[config.mk]
export PLATFORM = sky130hd
export DESIGN_NAME = clk_div_prog
export DESIGN_NICKNAME = d
export VERILOG_FILES = /design/src/rtl/clk_div_prog.sv
export SDC_FILE = /design/constraint.sdc
export NUM_CORES = 1
export LEC_CHECK = 0
export BUFFER_PORTS_ARGS = -buffer_cell sky130_fd_sc_hd__buf_2
export CAP_MARGIN = 15
export CELL_PAD_IN_SITES_DETAIL_PLACEMENT = 2
export CELL_PAD_IN_SITES_GLOBAL_PLACEMENT = 2
export CORE_MARGIN = 5
export CORE_UTILIZATION = 37
export CTS_BUF_LIST = sky130_fd_sc_hd__clkbuf_8
export CTS_CLUSTER_SIZE = 14
export DETAILED_ROUTE_END_ITERATION = 7
export PLACE_DENSITY = 0.76
export SETUP_SLACK_MARGIN = 0.3
export SKIP_LAST_GASP = 1
export SLEW_MARGIN = 20
export SYNTH_ARGS = -nofsm -noshare
export SYNTH_HDL_FRONTEND = slang
export SYNTH_SLANG_ARGS = --single-unit
export TNS_END_PERCENT = 10
[constraint.sdc]
create_clock -name clk_in -period 3.5 [get_ports clk_in]
set_clock_uncertainty 0.2 [all_clocks]
set_input_delay 0.7 -clock clk_in [delete_from_list [all_inputs] [get_ports clk_in]]
set_output_delay 0.7 -clock clk_in [all_outputs]
set_load 0.05 [all_outputs]
[src/rtl/clk_div_prog.sv]
// clk_div_prog: programmable clock divider.
// A divisor loaded through a pending register takes effect only at a period
// boundary, or on the following edge while stopped, so clk_out never shows a
// shortened phase. Divisors 0 and 1 behave as 2.
// Optional macro CLK_DIV_ODD50_EN adds a falling-edge register that stretches
// the high phase by half a cycle for odd divisors, giving an exact 50% duty.
module clk_div_prog #(
    parameter int CNT_W   = 8,
    parameter int RST_DIV = 2
) (
    input  logic             clk_in,
    input  logic             rst,
    input  logic             en,
    input  logic [CNT_W-1:0] div_val,
    input  logic             load,
    output logic             clk_out,
    output logic             tick,
    output logic             active,
    output logic             pend
);

    typedef enum logic {
        ST_STOP = 1'b0,
        ST_RUN  = 1'b1
    } state_t;

    state_t           state, state_nx;
    logic [CNT_W-1:0] n_cur, n_cur_nx;
    logic [CNT_W-1:0] pend_val, pend_val_nx;
    logic [CNT_W-1:0] cnt, cnt_nx;
    logic             pend_nx;
    logic             clk_r, clk_nx;
    logic             tick_nx;
    logic             active_nx;

    logic [CNT_W-1:0] n_eff;
    logic [CNT_W-1:0] half;
    logic [CNT_W-1:0] cnt_inc;
    logic             boundary;

    // Effective divisor, high-phase length and period-boundary detect.
    always_comb begin
        n_eff    = (n_cur < CNT_W'(2)) ? CNT_W'(2) : n_cur;
        half     = n_eff >> 1;
        cnt_inc  = cnt + CNT_W'(1);
        boundary = (cnt == n_eff - CNT_W'(1));
    end

    // Next-state logic: divisor changes and start/stop happen only at a
    // boundary (RUN) or on any edge while stopped.
    always_comb begin
        // NOTE: every signal gets a default here so no path leaves one
        // unassigned; otherwise synthesis would infer a latch.
        state_nx    = state;
        n_cur_nx    = n_cur;
        pend_nx     = pend;
        pend_val_nx = pend_val;
        cnt_nx      = cnt;
        clk_nx      = clk_r;
        tick_nx     = 1'b0;

        case (state)
            ST_STOP: begin
                // A divisor loaded while stopped is adopted one edge later.
                if (pend) begin
                    n_cur_nx = pend_val;
                    pend_nx  = 1'b0;
                end
                if (en) begin
                    state_nx = ST_RUN;
                    cnt_nx   = '0;
                    clk_nx   = 1'b1;
                    tick_nx  = 1'b1;
                end
            end
            ST_RUN: begin
                if (!boundary) begin
                    cnt_nx = cnt_inc;
                    clk_nx = (cnt_inc < half);
                end else begin
                    if (pend) begin
                        n_cur_nx = pend_val;
                        pend_nx  = 1'b0;
                    end
                    cnt_nx = '0;
                    if (en) begin
                        clk_nx  = 1'b1;
                        tick_nx = 1'b1;
                    end else begin
                        state_nx = ST_STOP;
                        clk_nx   = 1'b0;
                    end
                end
            end
            default: begin
                state_nx = ST_STOP;
                cnt_nx   = '0;
                clk_nx   = 1'b0;
            end
        endcase

        // A load captured on a boundary edge still sets pend, so it is
        // applied at the next boundary rather than the current one.
        if (load) begin
            pend_val_nx = div_val;
            pend_nx     = 1'b1;
        end

        active_nx = (state_nx == ST_RUN);
    end

    // State and datapath registers with asynchronous reset.
    always_ff @(posedge clk_in or posedge rst) begin
        if (rst) begin
            state    <= ST_STOP;
            n_cur    <= CNT_W'(RST_DIV);
            pend_val <= '0;
            pend     <= 1'b0;
            cnt      <= '0;
            clk_r    <= 1'b0;
            tick     <= 1'b0;
            active   <= 1'b0;
        end else begin
            // NOTE: non-blocking assignments so every register updates from
            // the values present before the edge, independent of order.
            state    <= state_nx;
            n_cur    <= n_cur_nx;
            pend_val <= pend_val_nx;
            pend     <= pend_nx;
            cnt      <= cnt_nx;
            clk_r    <= clk_nx;
            tick     <= tick_nx;
            active   <= active_nx;
        end
    end

`ifdef CLK_DIV_ODD50_EN
    logic fall_r;

    // Half-cycle delayed copy of the divided clock, used only for odd divisors.
    always_ff @(negedge clk_in or posedge rst) begin
        if (rst) begin
            fall_r <= 1'b0;
        end else begin
            fall_r <= clk_r & n_eff[0];
        end
    end

    assign clk_out = clk_r | fall_r;
`else
    assign clk_out = clk_r;
`endif

endmodule

==> impl_metrics.csv, run 1 <==
group,metric,value,unit
global_routing,track_usage,0.152,
finish,final_nets,190,
pwr,p_per_area,957,nW/um2
finish,n_fill_cell,474,
routing,drtIter0Drc,29,
clock_tree,cts_tree,"built",
clock_tree,clockRootBuffer,"clkbuf_8",
timing,finalCriticalPeriod,3150,ps
setup_path,end_kind,"flip-flop",
pwr,ir_drop,0.357,mV
global_routing,antenna_found_initial,0,
flow_run,maxCapViolations,0,
place,gp_congestion,0.806,
floorplan,start_util,0.382,
clock_tree,clk_pin_slew,90,ps
setup_path,critical_path_class,"reg2reg",
yosys,syn-mean-instance-area,11.2,um2
global_routing,grt_pass1_vias,1412,
routing,wl_per_cell,19.5,um
clock_tree,cts_buffers,3,
setup_path,cp_max_fo,8,
timing,max_slew.worst_pin.slew,579,ps
floorplan,die-area,5970,um2
yosys,synth_top_area_share,0.403,
timing,fin_ws,353,ps
finish,layout-drive-gt1-share,0.308,
yosys,ys_seq_elements,28,
pwr,leakage,0.872,nW
routing,drt-total-wl,4.31,mm
timing,drv_slew,0,
clock_tree,clock_latency,270,ps
finish,syn_to_final_growth,14.3,%
global_routing,grt_pass1_wl,7.29,mm
routing,drc,0,
timing,fin_crit_sh,0.899,
routing,routed-via-count,1229,
yosys,synth_seq_area_share,0.419,
routing,firstDrtPassIters,4,
global_routing,grt_start_max_net_pins,29,
global_routing,grt_overflow,0,
timing,totalNegativeSetupSlack,0,ps
clock_tree,cts_htree_levels,1,
yosys,synth_cells,149,
floorplan,row_count,24,
yosys,ys_top_cells_by_area,"dfrtp_1, mux2_4, ha_1",
timing,rsz0062_at_grt,"true",
clock_tree,cts.sinks,28,
timing,finalHoldViolations,0,
floorplan,die_x,77.3,um
yosys,synth_nets,169,
yosys,yosysTopAreaCell,"dfrtp_1",
floorplan,io-pin-count,16,
place,dp_hpwl,3.36,mm
routing,viasPerCell,5.56,
hold_path,hold_path.class,"in2async",
clock_tree,clock_path_buffers,2,
place,dp_slack,132,ps
yosys,ys_warn_count,0,
finish,insertedDiodeCount,0,
yosys,synth_cell_types,42,
pwr,power.total,0.00183,W
outcome,status,"finished clean",
timing,setup_viol,0,
setup_path,crit_arrival,3100,ps
timing,slew_headroom,0.614,
place,io_buffer_count,15,
timing,hold_ws,273,ps
yosys,syn_area,1680,um2
setup_path,crit_required,3460,ps
routing,detail-route-antenna-nets,0,
floorplan,die_h,77.3,um
setup_path,critPathLaunchType,"flip-flop",
timing,fmax,318,MHz
floorplan,core,4380,um2
-- power by group --
| group | switching (W) | internal [W] | total [W] |
|---|---|---|---|
| Combinational | 0.000512 | 0.000515 | 0.00103 |
| Clock | 0.0000946 | 0.0000787 | 0.000173 |
| Sequential | 0.000194 | 0.000437 | 0.000630 |
| Total | 0.000800 | 0.00103 | 0.00183 |
-- worst max-delay path, stage by stage (launching register included) --
cell,delay [ps]
dfrtp_1,470
nor4_4,300
a31o_2,230
ha_2,210
nor3b_1,260
and4_1,230
nor3_1,70
a2111oi_4,330
buf_4,210
o21ai_4,70
buf_12,150
mux2_4,290
-- worst paths after layout --
kind                                    startpoint                      end  slack, ps  depth (start not counted)
min in group clk_in        pend_val[4]$_DFFE_PP0P_     n_cur[4]$_DFFE_PP0P_        320                          1
setup reg to reg              n_cur[6]$_DFFE_PP0P_     n_cur[3]$_DFFE_PP0P_        350                         11
hold / removal                                 rst  pend_val[6]$_DFFE_PP0P_        270                          2
setup / recovery              n_cur[6]$_DFFE_PP0P_     n_cur[3]$_DFFE_PP0P_        350                         11
hold reg to reg            pend_val[4]$_DFFE_PP0P_     n_cur[4]$_DFFE_PP0P_        320                          1
max in group asynchronous                      rst     n_cur[2]$_DFFE_PP0P_       2410                          2
-- synth_stat cells --
cell,count
and2_1,2
a2111oi_0,1
mux2_4,8
nor4_1,1
nor3_1,5
o21ai_0,2
a31oi_1,2
o31ai_1,4
nand4_1,2
nand2b_1,5
xnor2_1,6
a21oi_1,1
nor2b_1,1
xor2_1,5
a21o_1,3
dfrtp_1,27
o211ai_1,1
nor3b_1,1
mux2_2,8
and4_1,1
a211o_1,1
xor3_1,1
or4_1,1
buf_2,1
a22o_1,7
ha_1,8
nor2_1,9
nand2_1,2
a31o_2,1
o2111ai_1,1
buf_6,1
clkbuf_1,3
o32a_1,1
a2111oi_4,1
and3_1,3
dfstp_2,1
nand3_1,7
inv_1,10
a211oi_1,1
nor4_2,1
o21ai_4,1
nand3b_1,1
-- registers in the layout, indices dropped and copies added (netlist names) --
signal / cells
state: 1
tick: 1
pend: 1
pend_val: 8
n_cur: 8
cnt: 8
clk_out: 1
-- routing by layer --
layer / vias up / global-route usage / wire, um
met4: 0 / 0.0447 / 46
met5: - / 0 / 0
li1: 590 / - / -
met2: 17 / 0.271 / 2250
met3: 5 / 0.0176 / 97
met1: 617 / 0.190 / 1910
-- through the flow --
stage                util  instances  area (um2)
floorplan               -        149        1680
global placement    0.415        214        1820
detailed placement  0.415        214        1820
CTS                 0.436        221        1910
global route        0.437        221        1910
finish              0.437        221        1910
-- layout by cell type, fill, tap and decap left out, types with 2 or more instances in the layout --
cell / instances
dfrtp_1: 24
buf_2: 15
inv_1: 10
mux2_2: 8
nor2_1: 8
mux2_4: 8
nand3_1: 7
a22o_1: 7
ha_1: 7
xnor2_1: 6
nor3_1: 5
xor2_1: 5
nand2b_1: 5
buf_4: 5
o31ai_1: 4
and3_1: 3
a21o_1: 3
clkbuf_8: 3
dfrtp_2: 3
a31oi_1: 2
nand2_1: 2
nand4_1: 2
o21ai_0: 2
and2_1: 2
-- timing repair --
item                                    4_1_cts  5_1_grt
gates resized for setup                       4        3
pin swaps                                     6        0
buffers inserted                              3        0
hold buffers                                  0        0
endpoints found under the setup margin       20       19
-- kinds of logic after synthesis --
logic type      synth area share
compound gates             0.146
flops                      0.419
xor+xnor                  0.0717
mux                        0.125
simple gates               0.139
buf+inv                   0.0388
fa+ha+maj                 0.0597
-- final cells by class --
type / count / area (um2) / share of cell area
clock inverters: 1 / 3.75 / 0.00196
flip-flops and latches: 28 / 706 / 0.369
well taps: 52 / 65.1 / 0.0340
clock buffers: 3 / 41.3 / 0.0216
inverters: 10 / 37.5 / 0.0196
multi-input cells: 106 / 928 / 0.485
repair buffers: 21 / 133 / 0.0693
(Power assumes the default switching activity.)
==> run 2: changes to the inputs <==
--- a/config.mk
+++ b/config.mk
@@ -10,11 +10,11 @@
 export CELL_PAD_IN_SITES_DETAIL_PLACEMENT = 2
 export CELL_PAD_IN_SITES_GLOBAL_PLACEMENT = 2
 export CORE_MARGIN = 5
-export CORE_UTILIZATION = 37
+export CORE_UTILIZATION = 34
 export CTS_BUF_LIST = sky130_fd_sc_hd__clkbuf_8
 export CTS_CLUSTER_SIZE = 14
 export DETAILED_ROUTE_END_ITERATION = 7
-export PLACE_DENSITY = 0.76
+export PLACE_DENSITY = 0.71
 export SETUP_SLACK_MARGIN = 0.3
 export SKIP_LAST_GASP = 1
 export SLEW_MARGIN = 20
==> run 2 against run 1 <==
Compared with the run above: clock power grew 20%; die area grew 7.7%; design area grew 5.8%; hold slack lost 1.6 ps; largest cell class unchanged; sequential power shrank 1%; first-iteration DRC count grew 28%; power grew 9.1%; critical path depth is the same; sequential cell count is the same; maximum frequency shrank 1.1%; clock-buffer cell count grew 1.
==> impl_metrics.csv, run 2 (synthesis gave the netlist of run 1 again) <==
group,metric,value,unit
timing,drv_slew,0,
global_routing,gr-usage-met2,0.281,
finish,n_fill_cell,532,
finish,syn_to_final_growth,20.9,%
finish,register_area,704,um2
routing,firstDrtPassIters,6,
global_routing,grt_overflow,0,
hold_path,hold_path.class,"in2async",
outcome,status,"finished clean",
global_routing,grt_pass1_wl,7.89,mm
setup_path,crit_required,3470,ps
setup_path,critPathLaunchType,"flip-flop",
timing,finalCriticalPeriod,3180,ps
global_routing,grt_pass1_vias,1481,
timing,finalHoldViolations,0,
finish,insertedDiodeCount,0,
setup_path,cp_max_fo,8,
timing,rsz0062_at_grt,"true",
pwr,leakage,0.914,nW
finish,top_regs,"cnt: 8 flops, n_cur: 8 flops, pend_val: 8 flops",
timing,fin_crit_sh,0.909,
routing,drtIter0Drc,37,
routing,detail-route-antenna-nets,0,
global_routing,track_usage,0.162,
timing,setup_viol,0,
floorplan,die-area,6430,um2
pwr,ir_drop,0.385,mV
floorplan,row_count,25,
finish,mostFrequentLayoutCell,"dfrtp_1",
clock_tree,cts_buffers,3,
setup_path,crit_arrival,3160,ps
place,gp_congestion,0.816,
place,io_buffer_count,15,
timing,slew_headroom,0.577,
floorplan,core,4750,um2
global_routing,grt_use_met1,0.193,
floorplan,start_util,0.352,
clock_tree,cts_tree,"built",
place,dp.cells,229,
clock_tree,hold_buffers,0,
setup_path,critical_path_class,"reg2reg",
clock_tree,clock_path_buffers,2,
clock_tree,cts_htree_levels,1,
routing,drc,0,
floorplan,die_x,80.2,um
clock_tree,clockRootBuffer,"clkbuf_8",
place,dp_hpwl,3.44,mm
global_routing,grt.busiest_layer,"met2",
finish,instances_no_fill,242,
global_routing,grt_start_max_net_pins,29,
setup_path,end_kind,"flip-flop",
pwr,p_per_area,986,nW/um2
routing,wl_per_cell,19.8,um
finish,layout-drive-gt1-share,0.354,
pwr,power.total,0.00200,W
routing,viasPerCell,5.33,
routing,drt-total-wl,4.79,mm
setup_path,r2r_cells,11,
global_routing,use_met3,0.0258,
finish,final_nets,196,
timing,max_slew.worst_pin.slew,630,ps
timing,fin_ws,317,ps
finish,multi_input_area,967,um2
routing,routed-via-count,1289,
clock_tree,clock_latency,280,ps
finish,mostFrequentLayoutCells,"dfrtp_1, buf_2, buf_4",
floorplan,die_h,80.2,um
timing,fmax,314,MHz
floorplan,io-pin-count,16,
place,dp_slack,-48.6,ps
clock_tree,cts.sinks,28,
global_routing,antenna_found_initial,0,
clock_tree,clk_pin_slew,100,ps
flow_run,maxCapViolations,0,
run 2: cell types whose count changed in the layout (fill, tap and decap cells not counted), sizes merged:
cell	before	now
clkbuf	3	4
inv	11	10
buf	21	27
run 2: through the flow:
step                hold WS, ps  cell area [um2]  TNS, ps  utilization
floorplan                   277             1680        0            -
global placement            292             1840        0        0.387
detailed placement          295             1840     -292        0.387
CTS                         317             1990        0        0.418
global route                321             2030        0        0.426
finish                      271             2030        0        0.426
run 2: area by class of cell:
class	instances	share of cell area
multi-input combinational	106	0.477
sequential	28	0.348
inverter	10	0.0185
tap	67	0.0414
clock buffer	4	0.0272
timing repair buffer	27	0.0877
run 2: repair_timing:
action                     4_1_cts  5_1_grt
pin swaps                        5        3
setup buffers                    8        1
setup endpoints to repair       20       18
resized for setup                6        6
run 2: critical path, stage by stage, from the launching register on:
cell       delay, ps
dfrtp_1          430
nor4_4           380
a31o_2           220
ha_2             220
nor3b_4          260
and4_1           250
nor3_2            60
a2111oi_4        340
buf_4            210
o21ai_4           70
buf_12           150
mux2_4           300
run 2: path summary, 6_finish.rpt:
check                                           from              endpoint  slack (ps)
min in group clk_in              clk_out$_DFFE_PP0P_   clk_out$_DFFE_PP0P_         310
max in group asynchronous                        rst  n_cur[2]$_DFFE_PP0P_        2400
worst max register to register  n_cur[4]$_DFFE_PP0P_  n_cur[4]$_DFFE_PP0P_         320
worst min register to register   clk_out$_DFFE_PP0P_   clk_out$_DFFE_PP0P_         310
worst max-delay path            n_cur[4]$_DFFE_PP0P_  n_cur[4]$_DFFE_PP0P_         320
worst min-delay path                             rst      pend$_DFFE_PP0P_         270
run 2: power by group:
part / switching, W / internal, W / total, W
logic: 0.000601 / 0.000567 / 0.00117
registers: 0.000188 / 0.000436 / 0.000623
clock network: 0.000106 / 0.000101 / 0.000207
run 2: routing by layer:
| metal | wire length [um] | part of all wire | vias to the layer above |
|---|---|---|---|
| li1 | - | - | 599 |
| met1 | 2090 | 0.44 | 656 |
| met2 | 2470 | 0.51 | 23 |
| met3 | 98 | 0.020 | 11 |
| met4 | 144 | 0.030 | 0 |
| met5 | 0 | 0 | - |
